$ cat config.mk
export PLATFORM = sky130hd
export DESIGN_NAME = usb_fs_rx
export DESIGN_NICKNAME = d
export VERILOG_FILES = /design/src/rtl/usbdev_pkg.sv /design/src/rtl/usb_fs_rx_dpll.sv /design/src/rtl/usb_fs_rx.sv
export SDC_FILE = /design/constraint.sdc
export NUM_CORES = 1
export LEC_CHECK = 0
export BUFFER_PORTS_ARGS = -buffer_cell sky130_fd_sc_hd__buf_2
export CELL_PAD_IN_SITES_DETAIL_PLACEMENT = 0
export CELL_PAD_IN_SITES_GLOBAL_PLACEMENT = 2
export CORE_MARGIN = 4
export CORE_UTILIZATION = 42
export DETAILED_ROUTE_END_ITERATION = 10
export PLACE_DENSITY_LB_ADDON = 0.08
export SLEW_MARGIN = 20
export SYNTH_ARGS = -nofsm -noshare
export SYNTH_HDL_FRONTEND = slang
export SYNTH_HIERARCHICAL = 1
export SYNTH_SLANG_ARGS = --single-unit
export TNS_END_PERCENT = 100
$ cat constraint.sdc
create_clock -name clk -period 4.3 [get_ports clk]
set_clock_uncertainty 0.15 [all_clocks]
set_input_delay 0.86 -clock clk [delete_from_list [all_inputs] [get_ports clk]]
set_output_delay 0.86 -clock clk [all_outputs]
set_load 0.01 [all_outputs]
$ cat src/rtl/usbdev_pkg.sv
// Shared USB full-speed receive definitions: line-state encodings, receiver
// state enum and CRC16 constants/helpers.
package usbdev_pkg;

    localparam logic [1:0] LS_J   = 2'b10;
    localparam logic [1:0] LS_K   = 2'b01;
    localparam logic [1:0] LS_SE0 = 2'b00;
    localparam logic [1:0] LS_SE1 = 2'b11;

    typedef enum logic [1:0] {
        RX_IDLE,
        RX_SYNC,
        RX_DATA,
        RX_ABORT
    } rx_state_t;

    localparam logic [15:0] CRC16_POLY     = 16'h8005;
    localparam logic [15:0] CRC16_INIT     = 16'hFFFF;
    localparam logic [15:0] CRC16_RESIDUAL = 16'h800D;

    // SE1 is illegal on the bus and is handled exactly like SE0
    function automatic logic is_se0(input logic [1:0] ls);
        return (ls == LS_SE0) || (ls == LS_SE1);
    endfunction

    // One serial CRC16 step; register bit i holds the x^i coefficient
    function automatic logic [15:0] crc16_step(input logic [15:0] crc, input logic b);
        return {crc[14:0], 1'b0} ^ (((b ^ crc[15]) != 1'b0) ? CRC16_POLY : 16'h0000);
    endfunction

endpackage

$ cat src/rtl/usb_fs_rx_dpll.sv
// Pad synchronizer and bit-clock recovery: re-phases on every J<->K edge and
// emits one sample strobe per bit period together with the sampled line state.
module usb_fs_rx_dpll
    import usbdev_pkg::*;
#(
    parameter int unsigned OVERSAMPLE = 4
) (
    input  logic       clk,
    input  logic       rst_n,
    input  logic       dp_i,
    input  logic       dn_i,
    output logic [1:0] line_state,
    output logic       sample,
    output logic [1:0] sample_ls
);

    localparam int unsigned PW = (OVERSAMPLE > 2) ? $clog2(OVERSAMPLE) : 1;
    localparam logic [PW-1:0] HALF = PW'(OVERSAMPLE / 2);
    localparam logic [PW-1:0] LAST = PW'(OVERSAMPLE - 1);

    logic [1:0]    meta;
    logic [1:0]    line_q;
    logic [PW-1:0] phase;
    logic [PW-1:0] phase_c;
    logic          edge_c;

    // The cycle a J<->K change reaches line_state is phase 0
    always_comb begin
        edge_c  = ((line_state == LS_J) && (line_q == LS_K)) ||
                  ((line_state == LS_K) && (line_q == LS_J));
        phase_c = edge_c ? '0 : phase;
    end

    always_ff @(posedge clk or negedge rst_n) begin
        if (!rst_n) begin
            meta       <= LS_J;
            line_state <= LS_J;
            line_q     <= LS_J;
            phase      <= '0;
            sample     <= 1'b0;
            sample_ls  <= LS_J;
        end else begin
            meta       <= {dp_i, dn_i};
            line_state <= meta;
            line_q     <= line_state;
            phase      <= (phase_c == LAST) ? '0 : phase_c + PW'(1);
            sample     <= (phase_c == HALF);
            sample_ls  <= line_state;
        end
    end

endmodule

$ cat src/rtl/usb_fs_rx.sv
// USB full-speed receiver: NRZI decode, SYNC detect, bit unstuffing, byte
// assembly and EOP handling. Optional CRC16 check under USB_RX_CRC16_EN.
module usb_fs_rx
    import usbdev_pkg::*;
#(
    parameter int unsigned OVERSAMPLE = 4
) (
    input  logic       clk,
    input  logic       rst_n,
    input  logic       ena,
    input  logic       dp_i,
    input  logic       dn_i,
    output logic [1:0] line_state,
    output logic       rx_active,
    output logic [7:0] rx_data,
    output logic       rx_valid,
    output logic       rx_eop,
    output logic       rx_error,
    output logic       rx_crc_ok
);

    logic       sample;
    logic [1:0] sample_ls;

    usb_fs_rx_dpll #(
        .OVERSAMPLE (OVERSAMPLE)
    ) u_dpll (
        .clk        (clk),
        .rst_n      (rst_n),
        .dp_i       (dp_i),
        .dn_i       (dn_i),
        .line_state (line_state),
        .sample     (sample),
        .sample_ls  (sample_ls)
    );

    rx_state_t  state, state_n;
    logic [1:0] prev_ls, prev_ls_n;
    logic [2:0] zero_cnt, zero_n;
    logic [2:0] ones_cnt, ones_n;
    logic [2:0] bit_cnt, bit_n;
    logic [7:0] shift, shift_n;
    logic       se0_seen, se0_n;
    logic [7:0] data_n;
    logic       active_n, valid_n, eop_n, error_n, crc_ok_n;
    logic       se0_c, bit_c;
`ifdef USB_RX_CRC16_EN
    logic [15:0] crc, crc_n;
    logic [1:0]  byte_cnt, byte_n;
`endif

    always_comb begin
        state_n   = state;
        prev_ls_n = prev_ls;
        zero_n    = zero_cnt;
        ones_n    = ones_cnt;
        bit_n     = bit_cnt;
        shift_n   = shift;
        se0_n     = se0_seen;
        data_n    = rx_data;
        active_n  = rx_active;
        valid_n   = 1'b0;
        eop_n     = 1'b0;
        error_n   = 1'b0;
`ifdef USB_RX_CRC16_EN
        crc_n     = crc;
        byte_n    = byte_cnt;
        crc_ok_n  = rx_crc_ok;
`else
        crc_ok_n  = 1'b1;
`endif
        se0_c = is_se0(sample_ls);
        bit_c = (sample_ls == prev_ls);

        if (!ena) begin
            state_n  = RX_IDLE;
            active_n = 1'b0;
            se0_n    = 1'b0;
        end else if (sample) begin
            prev_ls_n = sample_ls;
            case (state)
                RX_IDLE: begin
                    // The J->K transition itself is the first SYNC zero
                    if (sample_ls == LS_K) begin
                        state_n = RX_SYNC;
                        zero_n  = 3'd1;
`ifdef USB_RX_CRC16_EN
                        crc_ok_n = 1'b0;
`endif
                    end
                end
                RX_SYNC: begin
                    if (se0_c) begin
                        state_n = RX_IDLE;
                    end else if (!bit_c) begin
                        zero_n = (zero_cnt == 3'd7) ? zero_cnt : zero_cnt + 3'd1;
                    end else if (zero_cnt >= 3'd5) begin
                        // SYNC's closing 1 already counts towards the stuffing run
                        state_n  = RX_DATA;
                        active_n = 1'b1;
                        ones_n   = 3'd1;
                        bit_n    = 3'd0;
                        se0_n    = 1'b0;
`ifdef USB_RX_CRC16_EN
                        crc_n    = CRC16_INIT;
                        byte_n   = 2'd0;
`endif
                    end else begin
                        state_n = RX_IDLE;
                    end
                end
                RX_DATA: begin
                    if (se0_c) begin
                        se0_n = 1'b1;
                    end else if (se0_seen) begin
                        se0_n    = 1'b0;
                        active_n = 1'b0;
                        if (sample_ls == LS_J) begin
                            state_n = RX_IDLE;
                            eop_n   = 1'b1;
                            error_n = (bit_cnt != 3'd0);
`ifdef USB_RX_CRC16_EN
                            crc_ok_n = (byte_cnt == 2'd3) && (crc == CRC16_RESIDUAL);
`endif
                        end else begin
                            state_n = RX_ABORT;
                            error_n = 1'b1;
                        end
                    end else if (ones_cnt == 3'd6) begin
                        if (bit_c) begin
                            state_n  = RX_ABORT;
                            error_n  = 1'b1;
                            active_n = 1'b0;
                        end else begin
                            ones_n = 3'd0;
                        end
                    end else begin
                        ones_n  = bit_c ? ones_cnt + 3'd1 : 3'd0;
                        shift_n = {bit_c, shift[7:1]};
                        bit_n   = bit_cnt + 3'd1;
`ifdef USB_RX_CRC16_EN
                        if (byte_cnt != 2'd0) begin
                            crc_n = crc16_step(crc, bit_c);
                        end
`endif
                        if (bit_cnt == 3'd7) begin
                            data_n  = shift_n;
                            valid_n = 1'b1;
`ifdef USB_RX_CRC16_EN
                            byte_n  = (byte_cnt == 2'd3) ? byte_cnt : byte_cnt + 2'd1;
`endif
                        end
                    end
                end
                RX_ABORT: begin
                    if (se0_c) begin
                        se0_n = 1'b1;
                    end else if (se0_seen) begin
                        se0_n = 1'b0;
                        if (sample_ls == LS_J) begin
                            state_n = RX_IDLE;
                        end
                    end
                end
                default: state_n = RX_IDLE;
            endcase
        end
    end

    always_ff @(posedge clk or negedge rst_n) begin
        if (!rst_n) begin
            state     <= RX_IDLE;
            prev_ls   <= LS_J;
            zero_cnt  <= 3'd0;
            ones_cnt  <= 3'd0;
            bit_cnt   <= 3'd0;
            shift     <= 8'h00;
            se0_seen  <= 1'b0;
            rx_data   <= 8'h00;
            rx_active <= 1'b0;
            rx_valid  <= 1'b0;
            rx_eop    <= 1'b0;
            rx_error  <= 1'b0;
            rx_crc_ok <= 1'b0;
`ifdef USB_RX_CRC16_EN
            crc       <= CRC16_INIT;
            byte_cnt  <= 2'd0;
`endif
        end else begin
            state     <= state_n;
            prev_ls   <= prev_ls_n;
            zero_cnt  <= zero_n;
            ones_cnt  <= ones_n;
            bit_cnt   <= bit_n;
            shift     <= shift_n;
            se0_seen  <= se0_n;
            rx_data   <= data_n;
            rx_active <= active_n;
            rx_valid  <= valid_n;
            rx_eop    <= eop_n;
            rx_error  <= error_n;
            rx_crc_ok <= crc_ok_n;
`ifdef USB_RX_CRC16_EN
            crc       <= crc_n;
            byte_cnt  <= byte_n;
`endif
        end
    end

endmodule
==> impl_results.md <==
- CTS sink count: 43
- Vias per inst: 5.16
- Area of the multi-input gates: 903 um^2
- Syn avg cell area: 11.3 um^2
- PostCTS Resize Cnt: 0
- Number of post-CTS setup repair buffers: 0
- Final number of hold-violating endpoints: 0
- Top_reg_cell synth: dfrtp_1
- Clock Path Buffers: 2
- CTS tree: done
- Net count, final: 219
- Cell Chain, Critical Path: ha_1, or2_4, a221o_1, nor3_2, mux2_2
- Worst r2r src: u_dpll/sample_ls[1]
- Count leader, synth: dfrtp_1
- Die W: 77.9 um
- First-pass GRT wire length: 6.67 mm
- Initial antenna violation count: 0
- Hold EP: u_dpll/line_state[1]
- Initial DRC Count: 98
- Top cell type's share of synthesized area: 47.5%
- Via count: 1,399
- Post-synthesis sequential area ratio: 52.6%
- Slew HR: 64.8%
- GPL Wtd Cong: 0.819
- Area added between synthesis and finish: 11.8%
- Pre-antenna DRT Iters: 4
- Fin Hold WS: 0.208 ns
- Die Y-Extent: 77.9 um
- Max-cap violation count: 0
- Post-synth EDFFs: 0
- Final min period: 2.55 ns
- Final setup viols: 0
- Syn Nets: 198
- Reg2reg setup slack: 1.75 ns
- Synth Instances: 182
- R2R depth: 5
- Vias in the first global route: 1,419
- Max Fanout on Critical Path: 11
- Largest net degree at the start of global routing: 44
- Setup TNS Final: 0 ns
- Fmax achieved: 0.392 GHz
- Critical path endpoint category: flop
- Starting Density: 43.5%
- Flops & latches, synth: 43
- Unrepaired setup endpoints after global routing: false
- Die area: 6070 um^2
- Max incr delay on CP: 0.57 ns
- Io pins: 20
- Static leakage: 1.14 nW
- Hold Path Stages: 0
- Worst Tran Pin Value: 0.528 ns
- Global route overflow: 0
- Proportion of layout cells with a drive suffix above 1: 24.0%
- Slew Limit Fails: 0
- Peak supply drop: 200 uV
- Total GRT Usage: 13.9%
- Mapped Area: 2050 um^2
- Top cells by area, synth: dfrtp_1 48%, ha_1 6.7%, mux2_2 6.0%
- Skew-Pair Late Insertion Delay: 0.29 ns
- Synth warn: 6
- Worst Min Path Start: u_dpll/meta[1]
- Tcrit/Tclk final: 59.4%
- Detail Route Antenna Nets: 0
- Leading cell types by count after synthesis: 39 x dfrtp_1, 32 x nand2_1, 12 x inv_1
- Rows: 25
- R2r endpoint: ones_cnt[1]
- Arrival time at the worst endpoint: 2.58 ns
- Total Wirelength: 3.80 mm
- Crit start category: flop
- Antenna cells: 0
- Post-DP HPWL: 2.75 mm
- # fillers: 450
- Clock transition at path regs: 0.08 ns
- Cell taking the most area after synthesis: dfrtp_1
- FFs w/ async S/R, synth: 100%
- Clock Tree Root: clkbuf_8
- DRC: 0
- Distinct cells, synth: 47
- Core Area: 4720 um^2
- CP max-delay cell: dfstp_2
- IO Port Bufs: 19
- Status: finished clean
- Storage cell area: 1080 um^2
- Crit path kind: flop to flop
- Total CTS buffers: 5
- Critical Path RT: 4.33 ns
- # hold bufs at CTS: 0
- H-tree lvl count: 2
- Worst Hold Class: flop to flop
- Drt wl/cell: 14.0 um
- Pwr per Cell Area: 375 nW/um^2
## routing by layer
layer	routed length [um]	global-route usage, %	vias to the layer above
li1	-	-	674
met1	1790	18.6	690
met2	1770	21.2	28
met3	182	4.06	7
met4	61	5.77	0
met5	0	0	-
## flip-flops by register name, summed over array words and instances, names as in the netlist, 2 cells and up
signal,flops
u_dpll/phase,2
shift,7
zero_cnt,3
prev_ls,2
bit_cnt,3
u_dpll/line_state,2
ones_cnt,3
u_dpll/sample_ls,2
rx_data,8
u_dpll/meta,2
state,2
## final cells by class
cell class                      instances  share of cell area [%]
Multi-Input combinational cell        122                    39.3
Tap cell                               67                    3.65
Sequential cell                        43                    47.1
Timing Repair Buffer                   19                    4.25
Clock inverter                          2                   0.545
Clock buffer                            6                    3.16
Inverter                               12                    1.96
## cell usage in the layout, fill, tap and decap left out, types with 2 or more instances in the layout
cell type  count
ha_1          11
nor3b_1        3
mux2i_1        3
o211ai_1       2
xor2_1         2
dfrtp_1       39
nor4_1         2
clkbuf_8       5
dfstp_2        4
a31oi_1        3
o21ai_0        8
nand2_1       32
a22o_1         2
mux2_2        11
nor2_1         4
and4bb_1       2
or3b_1         2
or3_1          3
inv_1         12
nand2b_1       2
buf_2         18
nor2b_1        2
nor3_1         5
## cell families (layout without fill, tap and decap cells)
| kind of cell | count (synthesis) | in the layout | synth area share, % |
|---|---|---|---|
| other | 1 | 1 | 0.183 |
| flip-flops | 43 | 43 | 52.6 |
| adder cells (fa/ha/maj) | 11 | 11 | 6.70 |
| multiplexers | 14 | 14 | 7.49 |
| AND/OR/NAND/NOR | 67 | 67 | 18.8 |
| AO/OA/AOI/OAI | 27 | 27 | 9.93 |
| buffers and inverters | 17 | 39 | 3.41 |
| XOR/XNOR | 2 | 2 | 0.853 |
## stage by stage
stage / area, um^2 / std cells / utilization, % / setup slack (ns) / power, mW
4_1_cts: 2290 / 271 / 48.6 / 1.74 / 0.879
3_3_place_gp: 2210 / 263 / 46.8 / 1.82 / 0.619
3_5_place_dp: 2210 / 263 / 46.8 / 1.77 / 0.624
5_1_grt: 2300 / 271 / 48.6 / 1.59 / 0.924
6_report: 2300 / 271 / 48.6 / 1.75 / 0.860
2_1_floorplan: 2050 / 182 / - / 2.04 / 0.584
## worst max path at each step
stage,startpoint,to,cells past startpoint,slack [ns]
final,u_dpll/sample_ls[1],ones_cnt[1],5,1.75
after global routing,u_dpll/sample_ls[0],ones_cnt[1],6,1.59
after CTS,u_dpll/sample_ls[0],ones_cnt[1],6,1.74
after detailed placement,u_dpll/sample_ls[0],ones_cnt[1],6,1.77
after global placement,u_dpll/sample_ls[0],ones_cnt[1],6,1.82
after floorplan,u_dpll/sample_ls[1],ones_cnt[1],5,2.04
## where the power goes
| group | switching (mW) | internal [mW] | leakage, nW |
|---|---|---|---|
| sequential | 0.0266 | 0.441 | 0.560 |
| combinational | 0.0928 | 0.0526 | 0.538 |
| clock | 0.133 | 0.113 | 0.0412 |
| total | 0.253 | 0.607 | 1.14 |
## critical path: cells and delay by family (launching register included)
| family | cells | cell delay, ns |
|---|---|---|
| AOI/OAI and AO/OA | 1 | 0.40 |
| adders and majority gates | 1 | 0.35 |
| DFF | 1 | 0.57 |
| muxes | 1 | 0.38 |
| and+or+nand+nor | 2 | 0.59 |
Power figures use the tool's default switching activity.
